`config.mk`:
```
export PLATFORM = sky130hd
export DESIGN_NAME = arb_client
export DESIGN_NICKNAME = d
export VERILOG_FILES = /design/src/rtl/arb_client.sv
export SDC_FILE = /design/constraint.sdc
export NUM_CORES = 1
export LEC_CHECK = 0
export CORE_ASPECT_RATIO = 1.1
export CORE_MARGIN = 1
export CORE_UTILIZATION = 54
export CTS_BUF_LIST = sky130_fd_sc_hd__clkbuf_4
export DETAILED_ROUTE_END_ITERATION = 8
export PLACE_DENSITY = 0.8
export SLEW_MARGIN = 10
export SYNTH_ARGS = -nofsm -noshare
export SYNTH_HDL_FRONTEND = slang
export SYNTH_SLANG_ARGS = --single-unit
```
`constraint.sdc`:
```
create_clock -name clk -period 2.5 [get_ports clk]
set_clock_uncertainty 0.15 [all_clocks]
set_input_delay 0.375 -clock clk [delete_from_list [all_inputs] [get_ports clk]]
set_output_delay 0.375 -clock clk [all_outputs]
set_load 0.05 [all_outputs]
```
`src/rtl/arb_client.sv`:
```
// arb_client: requester-side agent for one req/ack pair of a four-way
// round-robin arbiter. Jobs from a local producer are queued in a small
// circular FIFO. The head job is served with a four-phase handshake:
// raise req, wait for ack, run the burst, drop req, wait for ack low.
// A request that waits too long is withdrawn and retried later. If the
// grant is lost mid-burst, the job is retried from its full length.
module arb_client #(
    parameter int LEN_W   = 4,
    parameter int DEPTH   = 4,
    parameter int TIMEOUT = 15
) (
    input  logic                   clk,
    input  logic                   rst,
    input  logic                   job_valid,
    input  logic [LEN_W-1:0]       job_len,
    output logic                   job_ready,
    output logic [$clog2(DEPTH):0] pending,
    output logic                   req,
    input  logic                   ack,
    output logic                   xfer_active,
    output logic                   xfer_last,
    output logic                   done,
    output logic                   timeout_err,
    output logic                   abort_err
);

    localparam int PTR_W = $clog2(DEPTH);
    localparam int CNT_W = PTR_W + 1;
    localparam logic [CNT_W-1:0] FULL_COUNT = CNT_W'(DEPTH);
    localparam logic [7:0]       WAIT_LIMIT = 8'(TIMEOUT - 1);

    typedef enum logic [1:0] {
        ST_IDLE = 2'd0,
        ST_REQ  = 2'd1,
        ST_XFER = 2'd2,
        ST_REL  = 2'd3
    } state_t;

    state_t           state_r, state_s;
    logic [7:0]       wait_r, wait_s;
    logic [LEN_W-1:0] beat_r, beat_s;
    logic [LEN_W-1:0] fifo_mem_r [DEPTH];
    logic [PTR_W-1:0] wr_ptr_r, rd_ptr_r;
    logic [CNT_W-1:0] pending_r;
    logic             push_s, pop_s, done_s, timeout_s, abort_s;
    logic             req_r, xfer_active_r, xfer_last_r;
    logic             done_r, timeout_err_r, abort_err_r;

    // The FIFO accepts a job only while it has a free slot. A pop on the
    // same edge does not free a slot for the incoming job.
    assign job_ready = (pending_r != FULL_COUNT);
    assign push_s    = job_valid && job_ready;

    // Handshake sequencing, wait and beat counters, and event strobes
    always_comb begin
        state_s   = state_r;
        wait_s    = wait_r;
        beat_s    = beat_r;
        pop_s     = 1'b0;
        done_s    = 1'b0;
        timeout_s = 1'b0;
        abort_s   = 1'b0;
        case (state_r)
            ST_IDLE: begin
                wait_s = 8'd0;
                if (pending_r != {CNT_W{1'b0}}) begin
                    state_s = ST_REQ;
                end else begin
                    state_s = ST_IDLE;
                end
            end
            ST_REQ: begin
                if (ack) begin
                    state_s = ST_XFER;
                    beat_s  = fifo_mem_r[rd_ptr_r];
                end else if (wait_r == WAIT_LIMIT) begin
                    timeout_s = 1'b1;
                    state_s   = ST_REL;
                end else if (wait_r != 8'hFF) begin
                    wait_s = wait_r + 8'd1;
                end else begin
                    wait_s = wait_r;
                end
            end
            ST_XFER: begin
                // Completion of the final beat has priority over grant loss.
                if (beat_r == {LEN_W{1'b0}}) begin
                    pop_s   = 1'b1;
                    done_s  = 1'b1;
                    state_s = ST_REL;
                end else if (!ack) begin
                    abort_s = 1'b1;
                    state_s = ST_REL;
                end else begin
                    beat_s = beat_r - LEN_W'(1);
                end
            end
            ST_REL: begin
                if (!ack) begin
                    state_s = ST_IDLE;
                end else begin
                    state_s = ST_REL;
                end
            end
            default: begin
                state_s = ST_IDLE;
            end
        endcase
    end

    // FSM state and counters
    always_ff @(posedge clk or posedge rst) begin
        if (rst) begin
            state_r <= ST_IDLE;
            wait_r  <= 8'd0;
            beat_r  <= {LEN_W{1'b0}};
        end else begin
            state_r <= state_s;
            wait_r  <= wait_s;
            beat_r  <= beat_s;
        end
    end

    // Job storage: write at the tail on an accepted push
    always_ff @(posedge clk or posedge rst) begin
        if (rst) begin
            for (int i = 0; i < DEPTH; i++) begin
                fifo_mem_r[i] <= {LEN_W{1'b0}};
            end
        end else if (push_s) begin
            fifo_mem_r[wr_ptr_r] <= job_len;
        end
    end

    // FIFO pointers and occupancy; pointers wrap naturally
    always_ff @(posedge clk or posedge rst) begin
        if (rst) begin
            wr_ptr_r  <= {PTR_W{1'b0}};
            rd_ptr_r  <= {PTR_W{1'b0}};
            pending_r <= {CNT_W{1'b0}};
        end else begin
            if (push_s) begin
                wr_ptr_r <= wr_ptr_r + PTR_W'(1);
            end
            if (pop_s) begin
                rd_ptr_r <= rd_ptr_r + PTR_W'(1);
            end
            case ({push_s, pop_s})
                2'b10:   pending_r <= pending_r + CNT_W'(1);
                2'b01:   pending_r <= pending_r - CNT_W'(1);
                default: pending_r <= pending_r;
            endcase
        end
    end

    // Registered handshake outputs and single-cycle event pulses
    always_ff @(posedge clk or posedge rst) begin
        if (rst) begin
            req_r         <= 1'b0;
            xfer_active_r <= 1'b0;
            xfer_last_r   <= 1'b0;
            done_r        <= 1'b0;
            timeout_err_r <= 1'b0;
            abort_err_r   <= 1'b0;
        end else begin
            req_r         <= (state_s == ST_REQ) || (state_s == ST_XFER);
            xfer_active_r <= (state_s == ST_XFER);
            xfer_last_r   <= (state_s == ST_XFER) && (beat_s == {LEN_W{1'b0}});
            done_r        <= done_s;
            timeout_err_r <= timeout_s;
            abort_err_r   <= abort_s;
        end
    end

    assign pending     = pending_r;
    assign req         = req_r;
    assign xfer_active = xfer_active_r;
    assign xfer_last   = xfer_last_r;
    assign done        = done_r;
    assign timeout_err = timeout_err_r;
    assign abort_err   = abort_err_r;

endmodule

```
Word level (Yosys, flattened, before mapping)
Cells that the tools add are included.

Add/sub/neg operators: 6. Order comparisons: 3. Equality and inequality tests: 13. Mux-type cells: 30. Bitwise gates (word level): 2. Reduce and logical (&&, ||, !) cells: 11.

Operators with widths (count): 4-bit 2-to-1 mux (6); 8-bit 2-to-1 mux (3); 16-bit bitwise mux (1); 8-bit one-hot mux with 2 select lines (1); 2-bit 2-to-1 mux (5); 1-bit 2-to-1 mux (9); 8-bit by 1-bit adder with 8-bit output, second input constant (1); 4-bit binary-select mux with 2-bit select (1); 4-bit demux with 2-bit select (1); 2-bit == test, second input constant (4); 8-bit by 4-bit == test with 1-bit output, second input constant (1); 4-bit logical NOT (2); 8-bit != test, second input constant (1); 2-bit one-hot mux with 4 select lines (1); 4-bit one-hot mux with 2 select lines (1); 2-bit by 1-bit == test with 1-bit output, second input constant (3); 3-bit greater-or-equal comparator, second input constant (2); 2-bit != test, second input constant (3); 2-bit NOT with 3-bit output (2); 3-bit one-hot mux with 2 select lines (1); 2-bit by 1-bit adder with 2-bit output, second input constant (2); 4-bit AND reduction (1); 2-bit nonzero test (2); 4-bit by 1-bit subtractor with 4-bit output, second input constant (1); other kinds (8) (10).

Flip-flop bits (word level): 43. Input port bits: 8. Output and inout port bits: 10. Word-level logic and storage cells: 81.

Logic depth before layout (Yosys ltp)
Depth in word-level cells: 8. Mapped depth: 11. Depth with buffers taken out: 10.

Worst setup path after synthesis
OpenSTA, ideal clock, no wires.

Path type: register to register. Start: register state_r[0]. End: register pending_r[2] (netlist: pending[2]). Library setup time: 0.082 ns. Data arrival time: 2.151 ns. Data required time: 2.268 ns. Path slack: 0.116 ns. Cell stages (with the launch flop): 12. Path buffers: 1. Clock period less this slack: 2.384 ns. Cell sequence: dfrtp_1 inv_1 ha_1 clkbuf_1 nand4bb_1 inv_2 ha_1 inv_1 fa_1 xor2_1 nor2_1 xor2_1.

Word-level cells in the longest chain between the ends: 4. Elaborated cells on any way between the ends: 6. Those cells by class: 3 x eq/ne; 2 x mux; 1 x reduce/logical.

Ends and longest elaborated chain: start: declaration (RTL line 39) `state_t state_r, state_s;`; start signal: assignment (RTL line 118) `state_r <= state_s;`; 2-bit == test *; 1-bit 2-to-1 mux *; net done_s (RTL line 45) `logic push_s, pop_s, done_s, timeout_s, abort_s;`; 2-bit by 1-bit == test with 1-bit output / 2-bit == test (equally long branches) (RTL line 148) `case ({push_s, pop_s})`; 3-bit one-hot mux with 2 select lines / 2-bit nonzero test (equally long branches); end signal: assignment (RTL line 149) `2'b10: pending_r <= pending_r + CNT_W'(1);`; end signal: assignment (RTL line 150) `2'b01: pending_r <= pending_r - CNT_W'(1);`; end signal: assignment (RTL line 151) `default: pending_r <= pending_r;`; end: declaration (RTL line 44) `logic [CNT_W-1:0] pending_r;`.

The timed path passes the listed nets; every way through them passes the cells marked *. A chain may end at the register's enable or synchronous reset.

Worst setup path after layout
Start: register pending_r[0] (netlist: pending[0]). End: output port job_ready.

Word-level cells in the longest chain between the ends: 1.

Ends and longest elaborated chain: start signal: assignment (RTL line 140) `pending_r <= {CNT_W{1'b0}};`; start signal: assignment (RTL line 149); start signal: assignment (RTL line 150); 3-bit != test (RTL line 51) `assign job_ready = (pending_r != FULL_COUNT);`; end: declaration (RTL line 16) `output logic job_ready,`.

Every way passes these cells.

==> impl.org <==
** Placed design
- Summing all placed instances gives a cell area of 0.00250 mm^2.
- IO buf count :: 17
- Post-detail-place hpwl :: 3150 um
- Routability-driven placement finished with a final weighted congestion of 0.829.
- In this run, placement finished with an instance count of 260.

** GRT
- The number of global-route vias before repair is 1,570.
- For this run, the total global-route usage over all layers was measured as 22.1%.
- Entering global routing, the biggest net connects 44 pins.
- The initial antenna violation count came to 0.
- GRT overflow :: 0
- First-pass GRT wire length :: 7400 um

** Layout
- Relative to the synthesized area, the layout overhead comes to 14.6%.
- Antenna fix cells :: 0
- The library cells used most frequently in the layout, excluding fill and tap cells, are sky130_fd_sc_hd__dfrtp_1, sky130_fd_sc_hd__nand2_1, sky130_fd_sc_hd__clkdlybuf4s50_1.
- Proportion of layout cells with a drive suffix above 1 :: 12.0%
- The count of cells in the finished layout, fillers not included, comes to 268.
- In the final design database the tool counted 237 nets.
- Layout fillers :: 319
- The library cell used most frequently in the layout, excluding fill and tap cells, is sky130_fd_sc_hd__dfrtp_1.
- Post-route cell area :: 0.00258 mm^2

** Yosys
- Most used DFF post-synth :: sky130_fd_sc_hd__dfrtp_1
- Yosys warnings :: 0
- The number of nets in the synthesized netlist is 213.
- Library cell occupying the most area in the post-synthesis netlist :: sky130_fd_sc_hd__dfrtp_1
- Asr flop ratio synth :: 100%
- Synthesis handed over a netlist of 191 instances.
- EDFF count, synth :: 0
- Fraction of synthesized cell area taken by the top area cell type :: 47.9%
- Mean post-synth cell area :: 11.8 um^2
- Ranked by total cell area, the synthesized netlist is headed by sky130_fd_sc_hd__dfrtp_1, sky130_fd_sc_hd__mux2_1, sky130_fd_sc_hd__ha_1.
- Sequential fraction of the synthesis area :: 47.9%
- The mapped netlist covers 0.00225 mm^2.
- After synthesis, the netlist uses 51 different library cells.
- In this run, synthesis produced a sequential element count of 43.

** Floorplan
- Overall die height :: 69.7 um
- During I/O placement, the number of pins put on the boundary was 18.
- Effective utilization at floorplan :: 56.7%
- The die covers 0.00442 mm^2.
- Total number of placement rows :: 24
- Area of the placeable core :: 0.00396 mm^2
- The die is 63.5 um wide.

** Hold path
- Hold Crit Class :: primary input to async pin

** Worst setup path
- The worst setup path is captured at a primary output.
- Count of buffer and inverter cells on the critical path :: 1
- Category of the critical setup timing path :: flop to primary output
- The largest individual stage delay along the critical path comes from the cell sky130_fd_sc_hd__clkdlybuf4s50_1.
- Required time at the endpoint of the critical path :: 1.98 ns
- Slowest stage delay, CP :: 0.70 ns
- The worst setup path is launched from a flop.
- Data on the critical path arrives at its endpoint at 1.80 ns.
- Top fanout value on the critical path :: 4
- Cell count of the worst reg-to-reg path :: 10
- Category of cells accounting for the largest share of critical-path delay :: buffers and inverters
- Traced cell by cell, the critical path runs through nor2_1 > nand2_1 > clkdlybuf4s50_1.
- Worst-case register-to-register setup slack :: 0.23 ns
- Number of stages on the worst setup path :: 3

** CTS
- Count of hold buffers inserted by post-cts repair :: 0
- Worst-path clk slew :: 0.12 ns
- Buffer cell driving the clock tree root :: sky130_fd_sc_hd__clkbuf_4
- Number of buffers inserted to repair setup after CTS :: 0
- Quantity of gates resized following cts :: 0
- Clock buffers created by TritonCTS :: 5
- CTS tree :: yes
- Later-pin clock latency in the skew report :: 0.36 ns
- H-tree levels :: 2
- Counting every sink on the clock net gives 43.
- Buffer levels on the longest clock path :: 2

** STA
- Final Setup Violations :: 0
- Setup repair after global routing left no endpoint under its margin.
- Final Hold Violating Endpoints :: 0
- Subtracting the final worst setup slack from the clock period gives 2.32 ns.
- The number of slew-limit violations in the final report came to 0.
- Minimum hold slack :: 0.294 ns
- Of the available clock period, the critical path in the final layout requires 92.9%.
- Static timing analysis puts the maximum clock frequency at 430 MHz.
- Sum of negative setup slack :: 0 ns
- Transition time at the pin with the least slew margin :: 0.531 ns
- Max-slew headroom :: 64.6%

** Routing
- After detailed routing, the total wire length is 4150 um.
- First drt pass iteration count :: 4
- Detailed-route via count :: 1,548
- The first routing iteration left 159 violations.
- Detail-routed net length per standard cell :: 15.5 um
- Final ANT Viol Nets :: 0
- Vias per cell :: 5.78
- Post-detailed-route DRC marker count :: 0

** Power
- Overall power of the completed layout :: 3.08 mW
- Power density over the cells :: 1200 mW/mm^2
- The worst-case IR drop observed on VDD is 0.645 mV.
- For this design the static power due to leakage is 1.15 nW.

** Status
- The flow ran to the end, and the final reports show no timing, DRC or antenna violations.

** Job
- Across the run, the number of max-cap violations was 0.
==> kinds of logic (layout without fill, tap and decap cells) <==
group	count (synthesis)	count (layout)	synth area share, %
AO/OA/AOI/OAI	24	24	8.63
XOR/XNOR	7	7	2.73
adder cells (fa/ha/maj)	14	14	8.13
buffers and inverters	22	47	3.73
flip-flops	43	43	47.9
multiplexers	27	27	15.1
AND/OR/NAND/NOR	54	54	13.8
==> cells in the mapped netlist, drive strengths merged (2+ instances only) <==
master and instances:
nor3b 2, mux4 4, nor4 3, nor3 2, inv 17, o21ai 5
xor2 2, o211ai 2, nor2 5, clkbuf 4, ha 13, xnor2 5
a22o 2, a21boi 4, mux2i 7, and4 2, mux2 16, nand3 6
dfrtp 43, nand2 22, nand4 2
==> worst register-to-register path, delay by kind of cell, from the launching register on <==
kind,cells,cell delay [ns]
adders and majority gates,3,0.75
xor gates and xnor gates,2,0.31
DFF,1,0.44
and+or+nand+nor,2,0.29
buffers and inverters,3,0.26
==> final timing paths <==
kind | startpoint | end
setup / recovery | pending[0] | job_ready
hold / removal | rst | req
setup reg to reg | state_r[0] | pending[2]
hold reg to reg | fifo_mem_r[10] | fifo_mem_r[10]
max in group asynchronous | rst | wait_r[6]
min in group clk | fifo_mem_r[10] | fifo_mem_r[10]
==> stage by stage <==
step	setup WS [ns]	utilization (%)
finish	0.177	65.0
global route	0.0564	65.0
CTS	0.158	65.0
detailed placement	0.152	63.1
global placement	0.201	63.1
floorplan	0.116	-
==> power by group <==
group | switching, mW | total, mW | internal [mW] | leakage, nW
clock | 0.223 | 0.429 | 0.206 | 0.0426
combinational | 0.785 | 1.44 | 0.652 | 0.568
sequential | 0.240 | 1.22 | 0.976 | 0.540
==> layout make-up <==
type	instances	area, um^2	area share (%)
inverter	17	63.8	2.48
timing repair buffer	22	208	8.06
clock inverter	3	38.8	1.51
tap	52	65.1	2.53
sequential	43	1080	41.8
clock buffer	5	37.5	1.46
multi-input combinational	126	1090	42.2
==> routing by layer <==
metal | global-route usage (%) | up-vias | wire length (um)
li1 | - | 736 | -
met1 | 26.5 | 763 | 1680
met2 | 37.4 | 42 | 2230
met5 | 0 | - | 0
met3 | 5.10 | 7 | 162
met4 | 10.4 | 0 | 78
==> registers in the layout, summed over array words and instances (netlist names) <==
register and count:
pending 3, xfer_last 1, timeout_err 1, state_r 2
beat_r 4, wr_ptr_r 2, abort_err 1, req 1
rd_ptr_r 2, xfer_active 1, fifo_mem_r 16, done 1
wait_r 8
Note: power is estimated with default switching activity, not from simulation.
